==> config.mk <==
export PLATFORM = sky130hd
export DESIGN_NAME = rtc_calendar_flat
export DESIGN_NICKNAME = d
export VERILOG_FILES = /design/src/rtl/rtc_calendar_pkg.sv /design/src/rtl/rtc_calendar_if.sv /design/src/rtl/rtc_prescaler.sv /design/src/rtl/rtc_calendar.sv /design/src/flat_wrapper.sv
export SDC_FILE = /design/constraint.sdc
export NUM_CORES = 1
export LEC_CHECK = 0
export CORE_MARGIN = 1
export CORE_UTILIZATION = 35
export CTS_CLUSTER_SIZE = 20
export DETAILED_ROUTE_END_ITERATION = 12
export DONT_BUFFER_PORTS = 1
export SYNTH_ARGS = -nofsm -noshare
export SYNTH_HDL_FRONTEND = slang
export SYNTH_SLANG_ARGS = --single-unit
==> constraint.sdc <==
create_clock -name clk -period 7.49 [get_ports clk]
set_input_delay 1.1235 -clock clk [delete_from_list [all_inputs] [get_ports clk]]
set_output_delay 1.1235 -clock clk [all_outputs]
set_load 0.02 [all_outputs]
==> src/rtl/rtc_calendar_pkg.sv <==
// ---------------------------------------------------------------------------
// rtc_calendar_pkg
// Shared definitions for the real-time calendar block:
//   - field widths for second/minute/hour/day/month/year
//   - month constants JAN..DEC and per-field maxima
//   - FSM state type and the packed time-of-day/date record
//   - days_in_month(): calendar length used both by rollover and by the
//     range check of a set request (valid for years 2000..2099)
// ---------------------------------------------------------------------------
package rtc_calendar_pkg;

    localparam int SEC_W   = 6;
    localparam int MIN_W   = 6;
    localparam int HOUR_W  = 5;
    localparam int DAY_W   = 5;
    localparam int MONTH_W = 4;
    localparam int YEAR_W  = 7;

    localparam logic [SEC_W-1:0]  MAX_SEC  = 6'd59;
    localparam logic [MIN_W-1:0]  MAX_MIN  = 6'd59;
    localparam logic [HOUR_W-1:0] MAX_HOUR = 5'd23;
    localparam logic [YEAR_W-1:0] MAX_YEAR = 7'd99;

    localparam logic [MONTH_W-1:0] JAN = 4'd1;
    localparam logic [MONTH_W-1:0] FEB = 4'd2;
    localparam logic [MONTH_W-1:0] MAR = 4'd3;
    localparam logic [MONTH_W-1:0] APR = 4'd4;
    localparam logic [MONTH_W-1:0] MAY = 4'd5;
    localparam logic [MONTH_W-1:0] JUN = 4'd6;
    localparam logic [MONTH_W-1:0] JUL = 4'd7;
    localparam logic [MONTH_W-1:0] AUG = 4'd8;
    localparam logic [MONTH_W-1:0] SEP = 4'd9;
    localparam logic [MONTH_W-1:0] OCT = 4'd10;
    localparam logic [MONTH_W-1:0] NOV = 4'd11;
    localparam logic [MONTH_W-1:0] DEC = 4'd12;

    typedef enum logic {
        ST_RUN   = 1'b0,
        ST_CHECK = 1'b1
    } cal_state_t;

    typedef struct packed {
        logic [YEAR_W-1:0]  year;
        logic [MONTH_W-1:0] month;
        logic [DAY_W-1:0]   day;
        logic [HOUR_W-1:0]  hour;
        logic [MIN_W-1:0]   minute;
        logic [SEC_W-1:0]   second;
    } cal_time_t;

    // 2000-01-01 00:00:00
    localparam cal_time_t RESET_TIME = '{
        year:   7'd0,
        month:  4'd1,
        day:    5'd1,
        hour:   5'd0,
        minute: 6'd0,
        second: 6'd0
    };

    // Every year divisible by 4 in 2000..2099 is a leap year (2000 included),
    // so the two low bits of the year offset are enough. Months outside
    // 1..12 return 31; callers range-check the month separately.
    function automatic logic [DAY_W-1:0] days_in_month(
        input logic [MONTH_W-1:0] month,
        input logic [YEAR_W-1:0]  year
    );
        case (month)
            APR, JUN, SEP, NOV: days_in_month = 5'd30;
            FEB:                days_in_month = (year[1:0] == 2'b00) ? 5'd29 : 5'd28;
            default:            days_in_month = 5'd31;
        endcase
    endfunction

endpackage

==> src/rtl/rtc_calendar_if.sv <==
// ---------------------------------------------------------------------------
// rtc_calendar_if
// Valid/ready set channel used by a front-end (buttons, UART) to load a new
// date and time into the calendar.
//   set_valid / set_ready : handshake, fields sampled when both are high
//   set_year..set_second  : requested date/time (year is offset from 2000)
//   set_err               : one-cycle pulse, request rejected as out of range
// Modports: master = front-end, slave = rtc_calendar.
// ---------------------------------------------------------------------------
interface rtc_calendar_if;
    import rtc_calendar_pkg::*;

    logic                set_valid;
    logic                set_ready;
    logic                set_err;
    logic [YEAR_W-1:0]   set_year;
    logic [MONTH_W-1:0]  set_month;
    logic [DAY_W-1:0]    set_day;
    logic [HOUR_W-1:0]   set_hour;
    logic [MIN_W-1:0]    set_minute;
    logic [SEC_W-1:0]    set_second;

    modport master (
        output set_valid, set_year, set_month, set_day,
               set_hour, set_minute, set_second,
        input  set_ready, set_err
    );

    modport slave (
        input  set_valid, set_year, set_month, set_day,
               set_hour, set_minute, set_second,
        output set_ready, set_err
    );

endinterface

==> src/rtl/rtc_prescaler.sv <==
// ---------------------------------------------------------------------------
// rtc_prescaler
// Divides the board clock down to a one-second tick.
//   clk  : system clock
//   rst  : asynchronous, active-low reset (counter to 0)
//   en   : count enable; when low the counter holds its phase
//   clr  : synchronous clear to 0, wins over en (used when a new time loads)
//   tick : combinational, high during the cycle whose edge wraps the counter
// ---------------------------------------------------------------------------
module rtc_prescaler #(
    parameter int CLK_HZ = 50_000_000,
    parameter int CNT_W  = 26
) (
    input  logic clk,
    input  logic rst,
    input  logic en,
    input  logic clr,
    output logic tick
);

    localparam logic [CNT_W-1:0] LAST = CNT_W'(CLK_HZ - 1);

    logic [CNT_W-1:0] cnt;

    assign tick = en && (cnt == LAST);

    // Phase counter 0..CLK_HZ-1; frozen while disabled so no tick is lost.
    always_ff @(posedge clk or negedge rst) begin
        if (!rst) begin
            cnt <= '0;
        end else if (clr) begin
            cnt <= '0;
        end else if (en) begin
            cnt <= (cnt == LAST) ? '0 : cnt + CNT_W'(1);
        end
    end

endmodule

==> src/rtl/rtc_calendar.sv <==
// ---------------------------------------------------------------------------
// rtc_calendar
// Binary second/minute/hour/day/month/year timekeeper with full calendar
// rollover (leap years, 2000..2099 wrapping back to 2000) and a valid/ready
// set port for loading a new date/time.
//   clk, rst   : system clock, asynchronous active-low reset
//   run_en     : 1 = time advances, 0 = prescaler and fields frozen
//   set_port   : set channel (slave side), see rtc_calendar_if
//   tick_1hz   : one-cycle pulse on every edge where the seconds advance
//   second..year : registered time fields (year offset from 2000)
// ---------------------------------------------------------------------------
module rtc_calendar
    import rtc_calendar_pkg::*;
#(
    parameter int CLK_HZ = 50_000_000,
    parameter int CNT_W  = 26
) (
    input  logic               clk,
    input  logic               rst,
    input  logic               run_en,
    rtc_calendar_if.slave      set_port,
    output logic               tick_1hz,
    output logic [SEC_W-1:0]   second,
    output logic [MIN_W-1:0]   minute,
    output logic [HOUR_W-1:0]  hour,
    output logic [DAY_W-1:0]   day,
    output logic [MONTH_W-1:0] month,
    output logic [YEAR_W-1:0]  year
);

    cal_state_t state;
    cal_state_t state_nxt;
    cal_time_t  cur;
    cal_time_t  rolled;
    cal_time_t  shadow;
    logic       tick;
    logic       accept;
    logic       set_ok;
    logic       load;

    rtc_prescaler #(
        .CLK_HZ (CLK_HZ),
        .CNT_W  (CNT_W)
    ) u_prescaler (
        .clk  (clk),
        .rst  (rst),
        .en   (run_en),
        .clr  (load),
        .tick (tick)
    );

    assign accept = (state == ST_RUN) && set_port.set_valid;
    assign load   = (state == ST_CHECK) && set_ok;

    // Range check of the captured request; the day limit depends on the
    // requested month and year, not on the current ones.
    always_comb begin
        set_ok = (shadow.year   <= MAX_YEAR)
              && (shadow.month  >= JAN) && (shadow.month <= DEC)
              && (shadow.day    >= 5'd1)
              && (shadow.day    <= days_in_month(shadow.month, shadow.year))
              && (shadow.hour   <= MAX_HOUR)
              && (shadow.minute <= MAX_MIN)
              && (shadow.second <= MAX_SEC);
    end

    // Time one second ahead of cur; the whole carry chain settles in a
    // single cycle and is only committed when the prescaler ticks.
    always_comb begin
        rolled = cur;
        if (cur.second != MAX_SEC) begin
            rolled.second = cur.second + 1'b1;
        end else begin
            rolled.second = '0;
            if (cur.minute != MAX_MIN) begin
                rolled.minute = cur.minute + 1'b1;
            end else begin
                rolled.minute = '0;
                if (cur.hour != MAX_HOUR) begin
                    rolled.hour = cur.hour + 1'b1;
                end else begin
                    rolled.hour = '0;
                    if (cur.day != days_in_month(cur.month, cur.year)) begin
                        rolled.day = cur.day + 1'b1;
                    end else begin
                        rolled.day = 5'd1;
                        if (cur.month != DEC) begin
                            rolled.month = cur.month + 1'b1;
                        end else begin
                            rolled.month = JAN;
                            rolled.year  = (cur.year == MAX_YEAR) ? '0 : cur.year + 1'b1;
                        end
                    end
                end
            end
        end
    end

    // RUN accepts a request, CHECK spends exactly one cycle validating it.
    always_comb begin
        state_nxt          = state;
        set_port.set_ready = 1'b0;
        set_port.set_err   = 1'b0;
        case (state)
            ST_RUN: begin
                set_port.set_ready = 1'b1;
                if (set_port.set_valid) begin
                    state_nxt = ST_CHECK;
                end
            end
            ST_CHECK: begin
                set_port.set_err = !set_ok;
                state_nxt        = ST_RUN;
            end
            default: begin
                state_nxt = ST_RUN;
            end
        endcase
    end

    // FSM state register.
    always_ff @(posedge clk or negedge rst) begin
        if (!rst) begin
            state <= ST_RUN;
        end else begin
            state <= state_nxt;
        end
    end

    // Shadow copy of the request so the front-end may change the bus while
    // the check is in progress.
    always_ff @(posedge clk or negedge rst) begin
        if (!rst) begin
            shadow <= RESET_TIME;
        end else if (accept) begin
            shadow <= '{
                year:   set_port.set_year,
                month:  set_port.set_month,
                day:    set_port.set_day,
                hour:   set_port.set_hour,
                minute: set_port.set_minute,
                second: set_port.set_second
            };
        end
    end

    // A valid load overrides a coincident tick; otherwise ticks advance the
    // fields and pulse tick_1hz on the same edge.
    always_ff @(posedge clk or negedge rst) begin
        if (!rst) begin
            cur      <= RESET_TIME;
            tick_1hz <= 1'b0;
        end else if (load) begin
            cur      <= shadow;
            tick_1hz <= 1'b0;
        end else begin
            tick_1hz <= tick;
            if (tick) begin
                cur <= rolled;
            end
        end
    end

    assign second = cur.second;
    assign minute = cur.minute;
    assign hour   = cur.hour;
    assign day    = cur.day;
    assign month  = cur.month;
    assign year   = cur.year;

endmodule

==> src/flat_wrapper.sv <==
// flat-port wrapper written by rule: the top's interface ports become plain ports
module rtc_calendar_flat import rtc_calendar_pkg::*;
#(
    parameter int CLK_HZ = 50_000_000,
    parameter int CNT_W  = 26
)
  (clk, rst, run_en, tick_1hz, second, minute, hour, day, month, year, set_port_set_valid, set_port_set_year, set_port_set_month, set_port_set_day, set_port_set_hour, set_port_set_minute, set_port_set_second, set_port_set_ready, set_port_set_err);
  rtc_calendar_if set_port_i ();
  input  logic clk;
  input  logic rst;
  input  logic run_en;
  output logic tick_1hz;
  output logic [SEC_W-1:0] second;
  output logic [MIN_W-1:0] minute;
  output logic [HOUR_W-1:0] hour;
  output logic [DAY_W-1:0] day;
  output logic [MONTH_W-1:0] month;
  output logic [YEAR_W-1:0] year;
  input wire logic [$bits(set_port_i.set_valid)-1:0] set_port_set_valid;
  input wire logic [$bits(set_port_i.set_year)-1:0] set_port_set_year;
  input wire logic [$bits(set_port_i.set_month)-1:0] set_port_set_month;
  input wire logic [$bits(set_port_i.set_day)-1:0] set_port_set_day;
  input wire logic [$bits(set_port_i.set_hour)-1:0] set_port_set_hour;
  input wire logic [$bits(set_port_i.set_minute)-1:0] set_port_set_minute;
  input wire logic [$bits(set_port_i.set_second)-1:0] set_port_set_second;
  output wire logic [$bits(set_port_i.set_ready)-1:0] set_port_set_ready;
  output wire logic [$bits(set_port_i.set_err)-1:0] set_port_set_err;
  assign set_port_i.set_valid = set_port_set_valid;
  assign set_port_i.set_year = set_port_set_year;
  assign set_port_i.set_month = set_port_set_month;
  assign set_port_i.set_day = set_port_set_day;
  assign set_port_i.set_hour = set_port_set_hour;
  assign set_port_i.set_minute = set_port_set_minute;
  assign set_port_i.set_second = set_port_set_second;
  assign set_port_set_ready = set_port_i.set_ready;
  assign set_port_set_err = set_port_i.set_err;
  rtc_calendar #(.CLK_HZ(CLK_HZ), .CNT_W(CNT_W)) u_core (.clk(clk), .rst(rst), .run_en(run_en), .set_port(set_port_i), .tick_1hz(tick_1hz), .second(second), .minute(minute), .hour(hour), .day(day), .month(month), .year(year));
endmodule
=== Word level (Yosys, flattened, before mapping) ===
Cells that the tools add are included.

* Bits in registers: 94
* Output and inout bits: 36
* Word-level logic and storage cells: 103

* Add/sub/neg operators: 7
* Order comparisons: 8
* Equality and inequality tests: 22
* Multiplexer cells: 28
* Bitwise operators: 1
* Reduce and logical (&&, ||, !) cells: 22

{| class="wikitable"
|+ Operator list
! cell !! number
|-
| $mux 26 || 3
|-
| $mux 33 || 2
|-
| $mux 27 || 1
|-
| $add 26x1->26 const B || 1
|-
| $eq 26x26->1 const B || 1
|-
| $mux 5 || 5
|-
| $mux 21 || 1
|-
| $pmux 5 s2 || 2
|-
| $eq 4x3->1 const B || 4
|-
| $eq 4x4->1 const B || 4
|-
| $mux 16 || 1
|-
| $mux 7 || 2
|-
| $add 6x1->6 const B || 2
|-
| $le 6x6->1 const B || 2
|-
| $mux 6 || 2
|-
| $ne 6x6->1 const B || 2
|-
| $mux 11 || 1
|-
| $add 5x1->5 const B || 2
|-
| $logic_and 1x1->1 || 10
|-
| $ne 2x1->1 const B || 5
|-
| $eq 4x2->1 const B || 2
|-
| $reduce_or 4->1 || 2
|-
| $add 7x1->7 const B || 1
|-
| $eq 7x7->1 const B || 1
|-
| other kinds (22) || 29
|}

=== Logic depth before layout (Yosys ltp) ===
* Depth in word-level cells: 13
* Mapped depth: 12
* Mapped depth without buffers: 10

=== By module ===
Synthesis repeated with hierarchy kept, for this count alone.

* Cells, all modules: 535
* Area total of the unflattened synthesis: 5138.7 sq um

{| class="wikitable"
|+ By module, submodules not included
! module !! times used !! cells an instance !! area each (sq um) !! sequential area each (sq um)
|-
| rtc_calendar || 1 || 362 || 3587.2 || 1706.6
|-
| rtc_prescaler || 1 || 173 || 1551.5 || 650.6
|}

=== Least setup slack after synthesis ===
No wires, ideal clock.

* Path type: register to output
* Start point: register u_core.shadow[25] (netlist bit)
* End point: output port set_port_set_err
* Arrival time: 1.818 ns
* Data required time: 6.366 ns
* Slack: 4.549 ns
* Cell stages (with the launch flop): 7
* Buffers on the path: 0
* Cell sequence: dfrtp_1 nor4b_1 ha_1 nor2b_1 o211a_1 nor4_1 nor2_1

* Word-level cells in the longest chain between the ends: 10
* Elaborated cells on any way between the ends: 19
* Those cells by class: order compare: 3; eq/ne: 5; mux: 2; reduce/logical: 9

{| class="wikitable"
|+ RTL lines
! element !! line !! source
|-
| from (decl) || rtc_calendar.sv:35 || <nowiki>cal_time_t shadow;</nowiki>
|-
| from (signal assigned) || rtc_calendar.sv:136 || <nowiki>shadow <= '{</nowiki>
|-
| $eq 4x3->1, or another cell as far along || rtc_calendar_pkg.sv:68 || <nowiki>case (month)</nowiki>
|-
| $reduce_or 4->1 / $logic_and 1x1->1 (equally long branches) || rtc_calendar_pkg.sv:68, rtc_calendar.sv:59 ||
|-
| $pmux 5 s2 / $logic_and 1x1->1 (equally long branches) || rtc_calendar_pkg.sv:68, rtc_calendar.sv:59 ||
|-
| $le 5x5->1 / $logic_and 1x1->1 (equally long branches) || rtc_calendar.sv:61, rtc_calendar.sv:60 ||
|-
| $logic_and 1x1->1 * || rtc_calendar.sv:61 || <nowiki>&& (shadow.day <= days_in_month(shadow.month, shadow.year))</nowiki>
|-
| $logic_and 1x1->1 * || rtc_calendar.sv:62 || <nowiki>&& (shadow.hour <= MAX_HOUR)</nowiki>
|-
| $logic_and 1x1->1 * || rtc_calendar.sv:63 || <nowiki>&& (shadow.minute <= MAX_MIN)</nowiki>
|-
| $logic_and 1x1->1 * || rtc_calendar.sv:64 || <nowiki>&& (shadow.second <= MAX_SEC);</nowiki>
|-
| $logic_not 1->1 * || rtc_calendar.sv:112 || <nowiki>set_port.set_err = !set_ok;</nowiki>
|-
| $mux 1 * || rtc_calendar.sv:104 || <nowiki>case (state)</nowiki>
|-
| to (decl) || flat_wrapper.sv:27 || <nowiki>output wire logic [$bits(set_port_i.set_err)-1:0] set_port_set_err;</nowiki>
|}

Every way passes the cells marked *; elsewhere a longest branch is shown, timed or not.

=== Worst setup path after layout ===
Ends and elaborated chain as after synthesis.

==> results.cfg <==
[timing]
maxSlewViolCount = 0
worstMarginPinSlew_ps = 983
final.setup.tns_ps = 0
finalHoldViolCount = 0
finalClockSkew_ps = 11.3
maxSlewHeadroom = 0.343
max_freq_mhz = 286
setup_viol = 0
layout_min_cycle_time_ps = 3490
fin_crit_sh = 0.466
rsz0062_at_grt = no

[synthesis]
syn-cell-area_mm2 = 0.00511
synthArstFlopShare = 1.00
synthDistinctLibCells = 54
synth-seq-cells = 94
ys_seq_area_frac = 0.462
synth_edf_count = 0
synth_area_per_cell_um2 = 9.67
synth_top_cell_by_area = dfrtp_1
yosysWarnings = 0
synth_fp_nets = 578
synth_area_leaders = dfrtp_1 44%, mux2_2 7.1%, nand2_1 3.6%
syn_inst = 528
synth_top_area_frac = 0.441
dominantRegCellSynth = dfrtp_1

[clock_tree]
cts_buffers = 9
cts_resized = 0
cts_root_buf = clkbuf_16
holdBufCountCts = 0
insertion_delay_ps = 340
path_clk_slew_ps = 70
cts-htree-levels = 3
post_cts_buffers = 0
clock_sinks = 94
cts_tree = done
cts_buffer_depth = 2

[run]
cap_violations = 0

[global_route]
track_usage = 0.172
grt_antenna_before_repair = 0
grt_pass1_vias = 3880
grt_start_max_net_pins = 95
grt_busiest_layer = met2
grtUsageMet1 = 0.228
grtUsageMet2 = 0.270
grt_pass1_wl_mm = 20.2
met3_usage = 0.0465
overflow = 0

[pwr]
p_leak_uw = 0.00224
p_sw_uw = 687
internal_power_uw = 1060
p_seq_frac = 0.530
ir_worst_vdd_mv = 0.165
p_comb_frac = 0.214
total_power_uw = 1740
p_sw_frac = 0.394
power_density_mw_per_mm2 = 314
clock_power_share = 0.256

[cells_and_area]
nets = 569
num_antenna_cells = 0
area_growth_pct = 8.82
drive_gt1_frac = 0.122

[drt]
post_drt_wl_per_cell_um = 17.4
vias = 4081
totalWireLength_mm = 12.2
drc = 0
viasPerCell = 5.80
drt_iter0_drc = 262
first_pass_iters = 5
drtAntennaViolNets = 0

[worst_setup_path]
cp-start-kind = register
path_cells = nor4b_1 -> ha_1 -> nor2b_1 -> o211a_1 -> nor4_1 -> nor2_1
cp_slowest_stage_delay_ps = 450
worst-path-max-fanout = 7
worstSetupPathType = reg -> out
end_kind = primary output
crit_required_ps = 6370
arrival_ps = 2370
r2r_slack_ps = 4140
cp_slowest_cell = nor4_1

[worst_hold_path]
hold_path.class = in -> async

[die]
core_area_mm2 = 0.0140
start_util = 0.364
die_x_um = 123
dieArea_mm2 = 0.0151
ios = 73
fp.dieH_um = 123
num_rows = 43

[run_status]
status = complete, no violations

[placement]
port_buffers = 0
dp_hpwl_mm = 8.41
place.gp.congestion = 0.840
## sequential cells by signal, indices dropped and copies added (netlist names)
register	cells
u_core.year	7
u_core.hour	5
u_core.shadow	33
u_core.u_prescaler.cnt	26
u_core.day	5
u_core.month	4
u_core.tick_1hz	1
u_core.minute	6
u_core.state	1
u_core.second	6
## kinds of logic after synthesis
group | count (synthesis) | share of synthesized area
fa+ha+maj | 13 | 0.0319
flops | 94 | 0.462
xor+xnor | 16 | 0.0274
compound gates | 98 | 0.116
buf+inv | 34 | 0.0267
simple gates | 233 | 0.250
mux | 40 | 0.0863
## worst paths after layout
check                                          start               end  cells after the start
max                                u_core.shadow[25]  set_port_set_err                      6
min                                              rst  u_core.second[5]                      0
max reg2reg                u_core.u_prescaler.cnt[9]   u_core.month[0]                      6
min reg2reg                        u_core.shadow[14]    u_core.hour[2]                      2
max in group asynchronous                        rst     u_core.day[0]                      0
min in group clk                   u_core.shadow[14]    u_core.hour[2]                      2
## per-layer routing
| metal | wire [um] | vias up |
|---|---|---|
| met5 | 0 | - |
| met4 | 212 | 0 |
| met3 | 756 | 17 |
| met2 | 5790 | 110 |
| met1 | 5490 | 2026 |
| li1 | - | 1928 |
## worst max-delay path, delay by kind of cell (launching register included)
family	cells	cell delay [ps]
compound gates	1	190
flops	1	430
simple gates	4	1110
fa+ha+maj	1	290
## synth_stat cells, types with 6 or more instances
cell type,number
a21oi_1,20
a31oi_1,19
and2_1,8
and3_1,8
and4_1,6
clkbuf_1,18
dfrtp_1,90
ha_1,13
inv_1,12
mux2_2,32
mux2i_1,8
nand2_1,49
nand3_1,31
nand4_1,17
nor2_1,47
nor2b_1,10
nor3_1,7
nor4_1,6
o21ai_0,36
or3_1,10
or4_1,9
xor2_1,12
## power groups by stage
stage          sequential [uW]  clock, uW  combinational [uW]
2_1_floorplan              868          0                 309
3_3_place_gp               928          0                 363
3_5_place_dp               936          0                 373
6_report                   924        446                 373
5_1_grt                    952        473                 434
4_1_cts                    926        455                 376
## through the flow
step | hold slack, ps | setup slack (ps) | util | std cells | instance area, um^2
6_report | 472 | 4000 | 0.396 | 704 | 5560
5_1_grt | 456 | 3780 | 0.396 | 704 | 5560
2_1_floorplan | 446 | 4550 | - | 528 | 5110
3_5_place_dp | 481 | 3990 | 0.375 | 688 | 5270
4_1_cts | 467 | 3940 | 0.396 | 704 | 5560
3_3_place_gp | 456 | 4050 | 0.375 | 688 | 5270
## layout by cell type, fill, tap and decap left out, types with 4 or more instances in the layout
master / count
xor2_1: 12
nand3b_1: 5
mux2_2: 32
inv_1: 12
nor2b_1: 9
clkbuf_16: 9
and4_1: 6
o311ai_0: 4
nor3_1: 7
mux2i_1: 8
nand3_1: 31
a21oi_1: 20
nand4_1: 17
a31oi_1: 19
ha_1: 13
dfrtp_1: 90
xnor2_1: 4
or4_1: 9
or3_1: 10
nand2_1: 49
and3_1: 8
o21ai_0: 36
dfstp_2: 4
nor2_1: 47
nor4_1: 6
and2_1: 8
## area by class of cell
| class | count | area, um^2 |
|---|---|---|
| Fill cell | 1377 | 8490 |
| Multi-Input combinational cell | 400 | 2630 |
| Sequential cell | 94 | 2360 |
| Clock buffer | 13 | 270 |
| Tap cell | 180 | 225 |
| Inverter | 12 | 45.0 |
| Clock inverter | 3 | 17.5 |
| Timing Repair Buffer | 2 | 15.0 |
Note: power is estimated with default switching activity, not from simulation.
